## src/rtl/pipeline_pkg.sv

```systemverilog
// Shared types and constants for the pipeline hazard/forwarding scoreboard.
package pipeline_pkg;

  localparam int REG_ADDR_W  = 32'sd5;
  localparam int FWD_REGFILE = 32'sd0;

  typedef struct packed {
    logic                  valid;
    logic [REG_ADDR_W-1:0] rd;
    logic                  is_load;
  } sb_entry_t;

  function automatic int clog2(input int value);
    int result;
    result = 32'sd0;
    for (int i = 0; i < 32; i++) begin
      if ((32'sd1 << i) < value) begin
        result = i + 32'sd1;
      end else begin
        result = result;
      end
    end
    return result;
  endfunction

endpackage

```

## src/rtl/sb_match.sv

```systemverilog
// Looks up one source operand against the in-flight writers; the youngest
// matching writer decides between a forward select and a load-use hazard.
module sb_match
  import pipeline_pkg::*;
#(
  parameter int PIPE_DEPTH     = 3,
  parameter int LOAD_READY_IDX = 1,
  parameter int FWD_W          = 2
) (
  input  sb_entry_t [PIPE_DEPTH-1:0] entries,
  input  logic                       issue_valid,
  input  logic                       src_used,
  input  logic [REG_ADDR_W-1:0]      src,
  output logic                       hit,
  output logic                       hazard,
  output logic [FWD_W-1:0]           fwd_sel
);

  // Scan oldest to youngest so the youngest match is the one that sticks.
  always_comb begin
    hit     = 1'b0;
    hazard  = 1'b0;
    fwd_sel = FWD_W'(FWD_REGFILE);
    if (issue_valid && src_used && (src != {REG_ADDR_W{1'b0}})) begin
      for (int i = PIPE_DEPTH - 1; i >= 0; i--) begin
        if (entries[i].valid && (entries[i].rd == src)) begin
          hit = 1'b1;
          if (entries[i].is_load && (i < LOAD_READY_IDX)) begin
            hazard  = 1'b1;
            fwd_sel = FWD_W'(FWD_REGFILE);
          end else begin
            hazard  = 1'b0;
            fwd_sel = FWD_W'(i + 1);
          end
        end else begin
          hit = hit;
        end
      end
    end else begin
      hit = 1'b0;
    end
  end

endmodule

```

## src/rtl/pipeline_scoreboard.sv

```systemverilog
// Hazard/forwarding controller beside ID: tracks in-flight writers from EX to WB,
// produces the load-use interlock, per-operand forward selects and stall statistics.
module pipeline_scoreboard #(
  parameter  int REG_ADDR_W     = 5,
  parameter  int PIPE_DEPTH     = 3,
  parameter  int LOAD_READY_IDX = 1,
  parameter  int CNT_W          = 32,
  localparam int FWD_W          = pipeline_pkg::clog2(PIPE_DEPTH + 1)
) (
  input  logic                  clk,
  input  logic                  reset,
  input  logic                  busywait,
  input  logic                  flush,
  input  logic                  issue_valid,
  input  logic [REG_ADDR_W-1:0] issue_rs1,
  input  logic [REG_ADDR_W-1:0] issue_rs2,
  input  logic                  issue_rs1_used,
  input  logic                  issue_rs2_used,
  input  logic [REG_ADDR_W-1:0] issue_rd,
  input  logic                  issue_wr_en,
  input  logic                  issue_is_load,
  output logic                  stall_id,
  output logic [FWD_W-1:0]      fwd_sel_rs1,
  output logic [FWD_W-1:0]      fwd_sel_rs2,
  output logic [FWD_W-1:0]      inflight,
  output logic [CNT_W-1:0]      stall_count,
  output logic [CNT_W-1:0]      load_use_count
);
  import pipeline_pkg::*;

  sb_entry_t [PIPE_DEPTH-1:0] entries_q, entries_d;
  logic [CNT_W-1:0] stall_count_q, stall_count_d;
  logic [CNT_W-1:0] load_use_count_q, load_use_count_d;

  logic             rs1_hit_s, rs1_hz_s, rs2_hit_s, rs2_hz_s;
  logic [FWD_W-1:0] rs1_fwd_s, rs2_fwd_s;

  sb_match #(
    .PIPE_DEPTH(PIPE_DEPTH), .LOAD_READY_IDX(LOAD_READY_IDX), .FWD_W(FWD_W)
  ) u_match_rs1 (
    .entries(entries_q), .issue_valid(issue_valid), .src_used(issue_rs1_used),
    .src(issue_rs1), .hit(rs1_hit_s), .hazard(rs1_hz_s), .fwd_sel(rs1_fwd_s)
  );

  sb_match #(
    .PIPE_DEPTH(PIPE_DEPTH), .LOAD_READY_IDX(LOAD_READY_IDX), .FWD_W(FWD_W)
  ) u_match_rs2 (
    .entries(entries_q), .issue_valid(issue_valid), .src_used(issue_rs2_used),
    .src(issue_rs2), .hit(rs2_hit_s), .hazard(rs2_hz_s), .fwd_sel(rs2_fwd_s)
  );

  // Interlock and forward selects are same-cycle so ID sees them without latency.
  always_comb begin
    stall_id    = (rs1_hz_s | rs2_hz_s) & ~flush;
    fwd_sel_rs1 = (rs1_hit_s && !rs1_hz_s) ? rs1_fwd_s : FWD_W'(FWD_REGFILE);
    fwd_sel_rs2 = (rs2_hit_s && !rs2_hz_s) ? rs2_fwd_s : FWD_W'(FWD_REGFILE);
  end

  // Population count of valid entries.
  always_comb begin
    inflight = {FWD_W{1'b0}};
    for (int i = 0; i < PIPE_DEPTH; i++) begin
      inflight = inflight + FWD_W'(entries_q[i].valid);
    end
  end

  // Shift the tracker and bump saturating counters; everything holds under busywait.
  always_comb begin
    entries_d        = entries_q;
    stall_count_d    = stall_count_q;
    load_use_count_d = load_use_count_q;
    if (!busywait) begin
      for (int i = 1; i < PIPE_DEPTH; i++) begin
        entries_d[i] = entries_q[i-1];
      end
      if (issue_valid && issue_wr_en && (issue_rd != {REG_ADDR_W{1'b0}}) &&
          !stall_id && !flush) begin
        entries_d[0] = {1'b1, issue_rd, issue_is_load};
      end else begin
        entries_d[0] = '0;
      end
      if (stall_id && (stall_count_q != {CNT_W{1'b1}})) begin
        stall_count_d = stall_count_q + {{(CNT_W-1){1'b0}}, 1'b1};
      end else begin
        stall_count_d = stall_count_q;
      end
      if (stall_id && (load_use_count_q != {CNT_W{1'b1}})) begin
        load_use_count_d = load_use_count_q + {{(CNT_W-1){1'b0}}, 1'b1};
      end else begin
        load_use_count_d = load_use_count_q;
      end
    end else begin
      entries_d = entries_q;
    end
  end

  // State registers with synchronous reset.
  always_ff @(posedge clk) begin
    if (reset) begin
      entries_q        <= '0;
      stall_count_q    <= {CNT_W{1'b0}};
      load_use_count_q <= {CNT_W{1'b0}};
    end else begin
      entries_q        <= entries_d;
      stall_count_q    <= stall_count_d;
      load_use_count_q <= load_use_count_d;
    end
  end

  assign stall_count    = stall_count_q;
  assign load_use_count = load_use_count_q;

endmodule

```

## config.mk

```make
export PLATFORM = sky130hd
export DESIGN_NAME = pipeline_scoreboard
export DESIGN_NICKNAME = d
export VERILOG_FILES = /design/src/rtl/pipeline_pkg.sv /design/src/rtl/sb_match.sv /design/src/rtl/pipeline_scoreboard.sv
export SDC_FILE = /design/constraint.sdc
export NUM_CORES = 1
export LEC_CHECK = 0
export ABC_AREA = 1
export CAP_MARGIN = 5
export CORE_ASPECT_RATIO = 0.6
export CORE_MARGIN = 5
export CORE_UTILIZATION = 50
export DETAILED_ROUTE_END_ITERATION = 6
export PLACE_DENSITY = 0.82
export SLEW_MARGIN = 40
export SYNTH_ARGS = -nofsm -noshare
export SYNTH_HDL_FRONTEND = slang
export SYNTH_HIERARCHICAL = 1
export SYNTH_SLANG_ARGS = --single-unit
```

## constraint.sdc

```tcl
create_clock -name clk -period 2.9 [get_ports clk]
set_clock_uncertainty 0.2 [all_clocks]
set_input_delay 0.29 -clock clk [delete_from_list [all_inputs] [get_ports clk]]
set_output_delay 0.29 -clock clk [all_outputs]
set_load 0.02 [all_outputs]
```

==> results.ini <==
[drt]
detail_route.first_pass.iterations = 5
wl_per_cell_um = 12.2
drc = 0
drt_iter0_drc = 596
vias_per_cell = 4.68
num_vias = 7035
routed-wl-met2_um = 7480
top_layer = met4
wl_met3_um = 1750
antenna_left = 0
m1WireLength_um = 9010
drt-total-wl_um = 18400

[power]
power.leakage_nw = 3.66
p_total_mw = 2.58
p_per_area_nw_per_um2 = 319
vdd_drop_max_uv = 241

[sta]
period_minus_slack_ns = 2.70
hold_viol_final = 0
setup_violations = 0
rsz0062_at_grt = false
final_max_slew_viol_count = 0
max_freq_mhz = 370
slew_headroom_pct = 62.2
worstMarginPinSlew_ns = 0.565
fin_crit_sh_pct = 93.1
fin_ws_ns = 0.200

[setup_path]
path_delay_family = simple AND/OR/NAND/NOR gates
cp_num_buf_inv = 4
crit_path_end_kind = flop
critical-path-top-cell-by-count = nand2_1
crit_path_max_fanout = 7
slowest_stage = clkdlybuf4s50_1
startpoint_type = input port
critical_path_required_ns = 2.97
criticalPathCategory = input port to flop
cp.depth = 18
reg2regPathDepth = 17
path_cells = clkdlybuf4s50_1, inv_2, nand2_1, nand2_1, nor2_2, nand3_2, inv_2, nand2_2, nor2_1, nor2_1, nor2_2, buf_4, nand3_1, nor3_1, nand2_1, nand2_1, nand2_1, nor2_1
critPathArrivalTime_ns = 2.77
cpPeakStageDelay_ns = 0.53

[global_routing]
antenna_found_initial = 0
grt_use_total_pct = 22.3
grt_pass1_vias = 5963
grt-ovfl-total = 0
grt_first_pass_wirelength_um = 29600
grt_max_degree = 36

[cts]
cts_root_buf = clkbuf_16
path_clk_slew_ns = 0.06
holdBufCountCts = 0
clockBufferDepth = 2
tritoncts = yes
cts_buffers = 9
clock-sinks = 83
cts_max_level = 3
postCtsSetupRepairBufs = 0
insertion_delay_ns = 0.34

[worst_hold_path]
min_path_cells = 2
hp-class = flop to flop

[final_layout]
num-fill-cells = 1349
fin_nets = 1350
diodes = 0
drive_above_1_share_pct = 8.21
layoutNonFillerInstCount = 1503
syn_to_final_growth_pct = 18.0

[placed_design]
place_inst = 1487
hpwlAfterDp_um = 14800
port_buffers = 94
gp_congestion = 1.02
pre_cts_ws_ns = -0.114

[floorplanning]
fp.dieW_um = 161
dieArea_um2 = 16300
coreArea_um2 = 13500
num_io_pins = 185
die_h_um = 101
start_util_pct = 50.7
num_rows = 33

[synthesis]
synthCells = 1212
avgSynthCellArea_um2 = 5.67
syn_area_um2 = 6870
ys_warn_count = 6

[run]
cap_violations = 0

[status]
status = completed

## through the flow
| stage | hold WS, ns | TNS (ns) | util [%] | cell area [um^2] |
|---|---|---|---|---|
| final | 0.301 | 0 | 59.8 | 8110 |
| after global routing | 0.335 | 0 | 59.8 | 8110 |
| after CTS | 0.311 | 0 | 59.8 | 8100 |
| after detailed placement | 0.299 | -2.36 | 57.6 | 7800 |
| after global placement | 0.303 | -1.66 | 57.6 | 7800 |
| after floorplan | 0.233 | 0 | - | 7190 |
## registers in the layout, indices dropped and copies added, names as in the netlist
register        count
load_use_count     32
stall_count        32
entries_q          19
## placed cells by master (no fill, tap or decap), types with 2 or more instances in the layout
cell             instances
nor2_2                  17
nor2_4                   5
nand3_2                  2
clkdlybuf4s50_1         89
dfxtp_1                 83
ha_1                     2
a21oi_1                 24
dlygate4sd2_1            2
clkinvlp_4               3
o21ai_1                  6
nand3b_1                 2
conb_1                  90
buf_12                   3
o21ai_0                 20
nand4_1                 12
xor2_1                  15
inv_2                   15
nand2_1                331
nand2_4                  3
nor2_1                 290
nor3_2                   2
xnor2_1                  6
nand3_1                 56
inv_1                  170
a31oi_1                  3
buf_4                   34
clkbuf_16                9
nand2_2                  7
dlymetal6s2s_1           3
nor3_1                  11
## worst reg2reg max path, cell delays in order, from the launching register on
cell and delay (ns):
dfxtp_1 0.42, inv_1 0.06, nand2_1 0.05, nand2_1 0.07, nor2_2 0.21, nand3_2 0.11, inv_2 0.08, nand2_2 0.05
nor2_1 0.15, nor2_1 0.09, nor2_2 0.22, buf_4 0.24, nand3_1 0.09, nor3_1 0.19, nand2_1 0.11, nand2_1 0.07
nand2_1 0.05, nor2_1 0.13
## metal layers
layer | vias to the layer above | global-route usage (%)
li1 | 3662 | -
met1 | 3067 | 33.7
met4 | 0 | 3.15
met5 | - | 0
met3 | 20 | 6.58
met2 | 286 | 31.8
## final cells by class
type	count	area, um^2	area share [%]
Tap cell	175	219	2.70
Inverter	185	694	8.57
Clock inverter	6	66.3	0.818
Multi-Input combinational cell	913	3970	49.0
Sequential cell	83	1660	20.5
Timing Repair Buffer	131	1260	15.6
Clock buffer	10	229	2.82
## power by group
group | internal [mW] | leakage, nW | total, mW | switching, mW
clock | 0.667 | 0.135 | 1.14 | 0.476
combinational | 0.0969 | 2.85 | 0.270 | 0.173
sequential | 1.15 | 0.671 | 1.17 | 0.0211
## repair_timing
item	4_1_cts	5_1_grt
pin swaps	0	1
endpoints found under the setup margin	3	4
gates resized for setup	3	3
cloned	0	0
## worst paths after layout
| check | startpoint | end | slack, ns |
|---|---|---|---|
| setup / recovery | issue_rs1[4] | load_use_count[25] | 0.20 |
| hold / removal | entries_q[1] | entries_q[1] | 0.30 |
| setup reg to reg | entries_q[5] | load_use_count[25] | 0.25 |
| hold reg to reg | entries_q[1] | entries_q[1] | 0.30 |
Power figures use the tool's default switching activity.
